--- config.mk ---
export PLATFORM = sky130hd
export DESIGN_NAME = floo_rsp_meta_table
export DESIGN_NICKNAME = d
export VERILOG_FILES = /design/src/rtl/floo_rsp_meta_table.sv
export SDC_FILE = /design/constraint.sdc
export NUM_CORES = 1
export LEC_CHECK = 0
export BUFFER_PORTS_ARGS = -buffer_cell sky130_fd_sc_hd__buf_2
export CAP_MARGIN = 20
export CORE_ASPECT_RATIO = 1.25
export CORE_MARGIN = 2
export CORE_UTILIZATION = 59
export DETAILED_ROUTE_END_ITERATION = 8
export PLACE_DENSITY = 0.95
export SLEW_MARGIN = 15
export SYNTH_ARGS = -nofsm -noshare
export SYNTH_HDL_FRONTEND = slang
export SYNTH_SLANG_ARGS = --single-unit
--- constraint.sdc ---
create_clock -name clk_i -period 7.7 [get_ports clk_i]
set_clock_uncertainty 0.15 [all_clocks]
set_input_delay 2.31 -clock clk_i [delete_from_list [all_inputs] [get_ports clk_i]]
set_output_delay 2.31 -clock clk_i [all_outputs]
set_load 0.02 [all_outputs]
--- src/rtl/floo_rsp_meta_table.sv ---
// Responder-side metadata table: parks NoC request metadata in a slot whose index
// becomes the subordinate AXI ID, then reattaches it to the matching response.
module floo_rsp_meta_table #(
   parameter int unsigned MaxTxns   = 8,
   parameter type         meta_t    = logic,
   parameter type         slot_id_t = logic [$clog2(MaxTxns)-1:0]
) (
   input  logic                         clk_i,
   input  logic                         rst_i,
   input  logic                         req_valid_i,
   output logic                         req_ready_o,
   input  logic [$bits(meta_t)-1:0]     req_meta_i,
   output logic                         req_valid_o,
   input  logic                         req_ready_i,
   output logic [$bits(slot_id_t)-1:0]  req_id_o,
   input  logic                         rsp_valid_i,
   output logic                         rsp_ready_o,
   input  logic [$bits(slot_id_t)-1:0]  rsp_id_i,
   input  logic                         rsp_last_i,
   output logic                         rsp_valid_o,
   input  logic                         rsp_ready_i,
   output logic [$bits(meta_t)-1:0]     rsp_meta_o,
   output logic                         full_o,
   output logic [$clog2(MaxTxns):0]     inflight_o,
   output logic                         err_o
);

   localparam int unsigned IdxW  = $clog2(MaxTxns);
   localparam int unsigned IdW   = $bits(slot_id_t);
   localparam int unsigned CntW  = IdxW + 1;
   localparam int unsigned MetaW = $bits(meta_t);

   logic [MaxTxns-1:0] vld_q, vld_d;
   logic [CntW-1:0]    count_q, count_d;
   logic               lock_q, lock_d;
   logic [IdxW-1:0]    lock_idx_q, lock_idx_d;
   logic               err_q, err_d;
   logic [MetaW-1:0]   meta_q [MaxTxns];

   logic [IdxW-1:0]    free_idx, alloc_idx, rsp_idx;
   logic               alloc, release_slot, rsp_in_range, rsp_legal;

   // Lowest free slot, taken from the registered vector only (no same-cycle reuse).
   always_comb begin
      free_idx = '0;
      for (int i = int'(MaxTxns) - 1; i >= 0; i--) begin
         if (!vld_q[i]) free_idx = IdxW'(i);
      end
   end

   assign full_o      = &vld_q;
   assign req_valid_o = req_valid_i & ~full_o;
   assign req_ready_o = req_ready_i & ~full_o;
   assign alloc_idx   = lock_q ? lock_idx_q : free_idx;
   assign req_id_o    = IdW'(alloc_idx);
   assign alloc       = req_valid_i & req_ready_o;

   assign rsp_in_range = 32'(rsp_id_i) < MaxTxns;
   assign rsp_idx      = IdxW'(rsp_id_i);
   assign rsp_legal    = rsp_in_range && vld_q[rsp_idx];
   assign rsp_valid_o  = rsp_valid_i & rsp_legal;
   // An illegal beat is swallowed so a stray ID cannot wedge the subordinate.
   assign rsp_ready_o  = rsp_legal ? rsp_ready_i : 1'b1;
   assign rsp_meta_o   = rsp_in_range ? meta_q[rsp_idx] : '0;
   assign release_slot = rsp_valid_i & rsp_ready_i & rsp_legal & rsp_last_i;

   assign inflight_o = count_q;
   assign err_o      = err_q;

   // NOTE: combinational blocks use blocking '=' with every output defaulted first,
   // which keeps them free of latches; the registers below use '<=' only.
   always_comb begin
      vld_d      = vld_q;
      count_d    = count_q;
      lock_d     = lock_q;
      lock_idx_d = lock_idx_q;
      err_d      = err_q | (rsp_valid_i & ~rsp_legal);
      if (alloc)        vld_d[alloc_idx] = 1'b1;
      if (release_slot) vld_d[rsp_idx]   = 1'b0;
      case ({alloc, release_slot})
         2'b10:   count_d = count_q + CntW'(1);
         2'b01:   count_d = count_q - CntW'(1);
         default: count_d = count_q;
      endcase
      if (req_valid_o && !req_ready_i) begin
         lock_d     = 1'b1;
         lock_idx_d = alloc_idx;
      end else if (alloc) begin
         lock_d = 1'b0;
      end
   end

   always_ff @(posedge clk_i) begin
      if (rst_i) begin
         vld_q   <= '0;
         count_q <= '0;
         lock_q  <= 1'b0;
         err_q   <= 1'b0;
      end else begin
         vld_q   <= vld_d;
         count_q <= count_d;
         lock_q  <= lock_d;
         err_q   <= err_d;
      end
   end

   // NOTE: payload storage carries no reset; its contents only matter where vld_q
   // or lock_q marks them valid, and those flags are reset.
   always_ff @(posedge clk_i) begin
      lock_idx_q <= lock_idx_d;
      if (alloc) meta_q[alloc_idx] <= req_meta_i;
   end

   a_no_double_alloc: assert property (@(posedge clk_i) disable iff (rst_i)
      alloc |-> !vld_q[alloc_idx]);
   a_count_matches: assert property (@(posedge clk_i) disable iff (rst_i)
      int'(count_q) == $countones(vld_q));
   a_id_stable: assert property (@(posedge clk_i) disable iff (rst_i)
      (req_valid_o && !req_ready_i) |=> (req_id_o == $past(req_id_o)));

endmodule
== Word level (Yosys, flattened, before mapping) ==
Memory sizes are Yosys's and may differ from the RTL's.
Index checks and enable logic that the tools add are counted.

* Bitwise operators: 14
* Reduce and logical (&&, ||, !) cells: 7
* Equal/unequal tests: 2
* $add $sub $neg: 2
* Mux-type cells: 23
* $lt $le $gt $ge: 4

{| class="wikitable"
|+ Operators by type and width
! operator !! count
|-
| 3-bit 2-to-1 mux || 9
|-
| 8-bit 2-to-1 mux || 2
|-
| 1-bit bitwise AND || 8
|-
| 8-bit bitwise AND || 1
|-
| 3-bit by 4-bit less-than comparator with 1-bit output, second input constant || 2
|-
| 1-bit 2-to-1 mux || 8
|-
| 8-bit inverter || 1
|-
| 8-bit bitwise OR || 1
|-
| 4-bit case mux with 2 select lines || 1
|-
| 8-bit AND reduction || 1
|-
| 1-bit demux with 3-bit select || 2
|-
| 3-bit by 1-bit >= comparator with 1-bit output, second input constant || 2
|-
| 4-bit by 1-bit adder with 4-bit output, second input constant || 1
|-
| 2-bit nonzero test || 2
|-
| 4-bit by 1-bit subtractor with 4-bit output, second input constant || 1
|-
| 1-bit binary-select mux with 3-bit select || 1
|-
| 1-bit logical AND || 3
|-
| 2-bit by 1-bit == test with 1-bit output, second input constant || 1
|-
| 2-bit == test, second input constant || 1
|-
| 1-bit inverter || 2
|-
| 1-bit logical NOT || 1
|-
| 1-bit bitwise OR || 1
|}

* Register bits after elaboration: 17
* Memories: 1
* Output and inout port bits: 14
* Memory bits (writable): 8

{| class="wikitable"
|+ Memories
! name !! depth !! bits a word !! read ports !! clocked after memory_dff !! write ports !! RTL line !! RTL
|-
| meta_q || 8 || 1 || 1 || 0 || 1 || 38 || <nowiki>logic [MetaW-1:0] meta_q [MaxTxns];</nowiki>
|}

== Longest topological paths before layout ==
Gate-level depths: netlist (run 1).

* Depth after elaboration: 17
* Depth in mapped cells: 12
* Gate-level depth less buffers: 11

== Worst setup path before layout (run 1) ==
No wires, ideal clock.

* Path type: input port to output port
* From: input port rsp_id_i[2]
* To: output port rsp_meta_o
* Required time: 5.240 ns
* Stages: 6
* Setup slack: 1.763 ns
* Arrival time: 3.477 ns
* Cells stage by stage: buf_4 buf_4 mux2_1 a22o_1 a22oi_1 o21ai_1

* Word-level cells in the longest chain between the ends: 1

{| class="wikitable"
|+ RTL lines
! element !! RTL line !! RTL
|-
| start, declared || 18 || <nowiki>input logic [$bits(slot_id_t)-1:0] rsp_id_i,</nowiki>
|-
| memory 8 x 1 bit || -- ||
|-
| end, declared || 22 || <nowiki>output logic [$bits(meta_t)-1:0] rsp_meta_o,</nowiki>
|}

No other way between the ends.

== Worst setup path after layout (run 1) ==
Same ends and word-level chain as after synthesis.

==> results of run 1 <==
area by class of cell:
type                       instances  area [um^2]
multi-input combinational        103          726
fill                             183          651
sequential                        25          611
timing repair buffer              24          120
inverter                          16         61.3
tap                               31         38.8
clock buffer                       3         22.5
clock inverter                     1         5.00
per-stage QoR:
step                      setup WS (ns)  utilization  total power (W)  cells  area [um^2]
after global routing               1.58        0.709         0.000260    203         1580
after CTS                          1.66        0.709         0.000250    203         1580
after floorplan                    1.76            -         0.000179    148         1420
after detailed placement           1.66        0.697         0.000192    199         1560
final                              1.66        0.709         0.000250    203         1580
after global placement             1.67        0.697         0.000189    199         1560
state kept, by name (all words and copies together), names as in the netlist:
signal / cells
lock_q: 1
lock_idx_q: 3
err_o: 1
meta_q: 8
vld_q: 8
inflight_o: 4
layer usage:
layer / part of all wire / up-vias / routed length, um
met3: 0.077 / 15 / 233
met2: 0.48 / 69 / 1450
met5: 0 / - / 0
met1: 0.40 / 570 / 1210
li1: - / 580 / -
met4: 0.041 / 0 / 125
worst paths after layout:
check / start / endpoint / slack [ns] / depth (start not counted)
max: rsp_id_i[2] / rsp_meta_o / 1.66 / 6
min: err_o / err_o / 0.36 / 2
max reg2reg: vld_q[6] / inflight_o[3] / 4.83 / 11
min reg2reg: err_o / err_o / 0.36 / 2
worst min-delay path, stage by stage, from the launching register on:
cell     delay [ns]
dfxtp_1        0.36
a21oi_1        0.05
nor2_1         0.08
power groups by stage:
| stage | Clock [W] | Combinational (W) | Sequential (W) |
|---|---|---|---|
| after floorplan | 0 | 0.0000290 | 0.000150 |
| after global placement | 0 | 0.0000404 | 0.000149 |
| after detailed placement | 0 | 0.0000425 | 0.000149 |
| after CTS | 0.0000612 | 0.0000428 | 0.000146 |
| after global routing | 0.0000653 | 0.0000471 | 0.000147 |
| final | 0.0000606 | 0.0000428 | 0.000146 |
synthesized netlist by cell type, types with 3 or more instances:
library cell / number / area, um^2
nand2_1: 12 / 45.0
edfxtp_1: 11 / 330
ha_1: 3 / 37.5
dfxtp_1: 14 / 280
o21ai_0: 3 / 15.0
mux2i_1: 5 / 50.1
nor2b_1: 4 / 25.0
nor2_1: 17 / 63.8
a21oi_1: 7 / 35.0
o211ai_1: 4 / 30.0
inv_1: 15 / 56.3
a311oi_1: 3 / 26.3
a22o_1: 3 / 26.3
a221oi_1: 4 / 35.0
and2_1: 3 / 18.8
a41oi_1: 3 / 26.3
logic make-up after synthesis:
family                     after synthesis
and+or+nand+nor                         51
AOI/OAI and AO/OA                       38
DFF                                     25
buffers and inverters                   20
muxes                                    7
adders and majority gates                4
xor gates and xnor gates                 3
==> flow_summary.json, run 1 <==
{
  "status": "completed",
  "grtUsageMet2": 0.385,
  "cpPeakStageDelay_ns": 0.35,
  "rsz0062_at_grt": "no",
  "grt_pass1_vias": 1180,
  "maxCapViolCount": 0,
  "routedWlPerCell_um": 14.9,
  "cts_max_level": 1,
  "initial_core_util": 0.636,
  "layout_commonest_cell": "buf_2",
  "yosysWarningCount": 0,
  "core_mm2": 0.00223,
  "clk_pin_slew_worst_paths_ns": 0.14,
  "synth-edff-count": 11,
  "drtPass1Iterations": 4,
  "cts-resized-gates": 0,
  "crit_type": "input port to output port",
  "overflow": 0,
  "switchingPower_w": 0.0000715,
  "power.leakage_nw": 0.668,
  "synth_seq_cells": 25,
  "p_seq_frac": 0.586,
  "drc": 0,
  "syn_area_mm2": 0.00142,
  "p_int_w": 0.000178,
  "synthAdderAreaFrac": 0.0405,
  "vias_per_cell": 6.08,
  "wirelength_um": 3020,
  "syn_area_per_cell_um2": 9.60,
  "clk_path_buf_depth": 2,
  "fin_setup_tns_ns": 0,
  "p_comb_frac": 0.171,
  "synth_xor_area_frac": 0.0185,
  "fmax_mhz": 165,
  "hpwlAfterDp_um": 2290,
  "setup_viol": 0,
  "syn_inst": 148,
  "min_period_ns": 6.04,
  "grt_usage": 0.253,
  "tritoncts": "built",
  "antenna_found_initial": 0,
  "fin_nets": 188,
  "gr-max-usage-layer": "met2",
  "die_width_um": 47.9,
  "synthArstFlopShare": 0,
  "synth-compound-area-share": 0.201,
  "hold_violations": 0,
  "path_cells": "buf_2 > mux2_1 > a22o_1 > a22oi_1 > o21ai_1 > buf_2",
  "power_frac_clock": 0.243,
  "insertion_delay_ns": 0.33,
  "synth_top_family_by_area": "compound AO/OA/AOI/OAI gates",
  "synthSimpleGateAreaFrac": 0.200,
  "core.rowCount": 19,
  "num_antenna_cells": 0,
  "gp_congestion": 0.920,
  "met3_usage": 0.0583,
  "dieArea_mm2": 0.00282,
  "synth_nets": 163,
  "crit_fanout": 14,
  "hold_path_class": "flip-flop to flip-flop",
  "hold_buffers": 0,
  "maxSlewViolCount": 0,
  "hold_ws_ns": 0.355,
  "met1_usage": 0.313,
  "finalCritPeriodShare": 0.785,
  "portBuffers": 24,
  "crit_required_ns": 5.24,
  "cp_top_family": "compound AO/OA/AOI/OAI gates",
  "die_height_um": 58.9,
  "ys_types": 46,
  "cpMostUsedCell": "buf_2",
  "p_per_area_mw_per_mm2": 158,
  "synth_seq_area_share": 0.430,
  "grt_max_degree": 15,
  "vias": 1234,
  "peakVddDrop_uv": 127,
  "crit_buf_inv": 2,
  "drive_gt1_frac": 0.233,
  "swShare": 0.286,
  "cts.sink_count": 25,
  "timing.critical_path.slowest_stage_cell": "mux2_1",
  "cp.arrival_ns": 3.58,
  "grt_pass1_wl_um": 5020,
  "synth_mux_area_frac": 0.0511,
  "cp-start-kind": "input port",
  "final_cell_mix": "24 x buf_2, 17 x nor2_1, 15 x inv_1, 14 x dfxtp_1, 12 x nand2_1",
  "areaGrowthSynthToFinish_pct": 11.4,
  "end_kind": "output port",
  "slew_headroom": 0.749,
  "post_cts_buffers": 0,
  "io_pins": 25,
  "numCtsBuffers": 3,
  "ys.flop_type": "dfxtp_1",
  "drt_iter0_markers": 48,
  "tightest_slew_ns": 0.376,
  "cts_root_buffer": "clkbuf_4",
  "postRouteAntennaNets": 0
}
Note: power is estimated with default switching activity, not from simulation.
==> inputs of run 2 (changes only) <==
CORE_UTILIZATION = 49   (was 59)
PLACE_DENSITY = 0.85   (was 0.95)
clock period = 5 ns   (was 7.7 ns; I/O delays follow)
==> run 2 against run 1 <==
Setup slack worse by 1.2 ns. Sequential power is 55% higher. Cell area is 0.16% higher. Register-to-register slack worse by 2.8 ns. Wire length is 0.30% higher. First-iteration DRC count is 46% lower. Core utilization is 13 points lower. Combinational power is 53% higher. Worst hold slack worse by 0.013 ns. Global-route usage is 5.5 points lower. Total power is 52% higher. Critical path type unchanged. Largest cell class unchanged.
==> flow_summary.json, run 2 (synthesis gave the netlist of run 1 again) <==
{
  "rsz0062_at_grt": "no",
  "slew_headroom": 0.765,
  "switchingPower_w": 0.000105,
  "cts_root_buffer": "clkbuf_4",
  "postRouteAntennaNets": 0,
  "post_cts_buffers": 0,
  "peakVddDrop_uv": 169,
  "reg2reg_slack_ns": 2.08,
  "cts-resized-gates": 0,
  "hpwlAfterDp_um": 2340,
  "cp-start-kind": "input port",
  "die_height_um": 64.2,
  "die_width_um": 52.2,
  "core.rowCount": 21,
  "grt_pass1_wl_um": 5040,
  "clk_path_buf_depth": 2,
  "gp_congestion": 0.874,
  "cts_max_level": 1,
  "numCtsBuffers": 3,
  "min_period_ns": 4.51,
  "hold_path_class": "flip-flop to flip-flop",
  "final.setup.worst_slack_ns": 0.495,
  "status": "completed",
  "crit_fanout": 14,
  "hold_buffers": 0,
  "swShare": 0.275,
  "maxSlewViolCount": 0,
  "vias": 1174,
  "dieArea_mm2": 0.00335,
  "overflow": 0,
  "grt_max_degree": 15,
  "power.leakage_nw": 0.665,
  "place_ws_ns": 0.515,
  "cp.arrival_ns": 2.86,
  "grt_usage": 0.199,
  "initial_core_util": 0.520,
  "maxCapViolCount": 0,
  "fmax_mhz": 222,
  "rr_endpoint": "inflight_o[3]",
  "areaGrowthSynthToFinish_pct": 11.6,
  "drt_iter0_markers": 26,
  "drive_gt1_frac": 0.227,
  "grt_pass1_vias": 1113,
  "drtPass1Iterations": 4,
  "end_kind": "output port",
  "fin_nets": 188,
  "fill_cells": 266,
  "p_int_w": 0.000276,
  "io_pins": 25,
  "hold_start": "err_o",
  "routedWlPerCell_um": 14.7,
  "tritoncts": "built",
  "finalCritPeriodShare": 0.901,
  "layout_commonest_cell": "buf_2",
  "portBuffers": 24,
  "crit_type": "input port to output port",
  "p_comb_frac": 0.172,
  "tightest_slew_ns": 0.352,
  "final_cell_mix": "24 x buf_2, 17 x nor2_1, 15 x inv_1, 14 x dfxtp_1, 12 x nand2_1",
  "worst_r2r_path_depth": 11,
  "crit_required_ns": 3.35,
  "cts.sink_count": 25,
  "fin_setup_tns_ns": 0,
  "final_design_area_no_fill_mm2": 0.00159,
  "insertion_delay_ns": 0.32,
  "core_mm2": 0.00273,
  "hold_ws_ns": 0.343,
  "setup_viol": 0,
  "num_antenna_cells": 0,
  "p_per_area_mw_per_mm2": 240,
  "placed_cell_area_mm2": 0.00156,
  "wirelength_um": 3030,
  "antenna_found_initial": 0,
  "p_seq_frac": 0.594,
  "hold_violations": 0,
  "whs_endpoint": "err_o",
  "power_frac_clock": 0.234,
  "worstHoldPathCells": 2,
  "vias_per_cell": 5.70,
  "clk_pin_slew_worst_paths_ns": 0.14,
  "r2r-start": "vld_q[6]",
  "drc": 0
}
## run 2: cell count changes in the layout (fill, tap and decap cells not counted), sizes merged
cell    previous run  this run
clkbuf             3         4
clkinv             2         1
## run 2: routing by layer
metal  vias to the layer above  part of all wire  global-route usage
li1                        582                 -                   -
met1                       557              0.44               0.246
met2                        30              0.51               0.356
met3                         5             0.033              0.0210
met4                         0             0.012              0.0577
met5                         -                 0                   0
## run 2: per-stage QoR
step	total power [W]	util	std cells
after floorplan	0.000276	-	148
after global placement	0.000293	0.571	202
after detailed placement	0.000295	0.571	202
after CTS	0.000383	0.581	206
after global routing	0.000400	0.581	206
final	0.000380	0.581	206
## run 2: worst max path at each step
| stage | start | to | slack [ns] | cells past startpoint |
|---|---|---|---|---|
| 2_1_floorplan | rsp_id_i[2] | rsp_meta_o | 0.68 | 6 |
| 3_3_place_gp | rsp_id_i[2] | rsp_meta_o | 0.60 | 6 |
| 3_5_place_dp | rsp_id_i[2] | rsp_meta_o | 0.52 | 6 |
| 4_1_cts | rsp_id_i[2] | rsp_meta_o | 0.52 | 6 |
| 5_1_grt | rsp_id_i[2] | rsp_meta_o | 0.42 | 6 |
| 6_report | rsp_id_i[2] | rsp_meta_o | 0.49 | 6 |
## run 2: final cells by class
| cell class | count | area, um^2 | area share |
|---|---|---|---|
| multi-input combinational | 103 | 726 | 0.457 |
| tap | 34 | 42.5 | 0.0268 |
| sequential | 25 | 611 | 0.385 |
| clock buffer | 4 | 26.3 | 0.0166 |
| timing repair buffer | 24 | 120 | 0.0757 |
| inverter | 16 | 61.3 | 0.0386 |
## run 2: worst max-delay path, cell delays in order
cell and delay, ns:
buf_2 0.30, mux2_1 0.36, a22o_1 0.23, a22oi_1 0.20, o21ai_1 0.09, buf_2 0.16
## run 2: power groups by stage
stage	sequential [W]	combinational, W	clock, W
after floorplan	0.000231	0.0000447	0
after global placement	0.000230	0.0000628	0
after detailed placement	0.000230	0.0000651	0
after CTS	0.000226	0.0000656	0.0000912
after global routing	0.000227	0.0000723	0.000101
final	0.000226	0.0000654	0.0000889
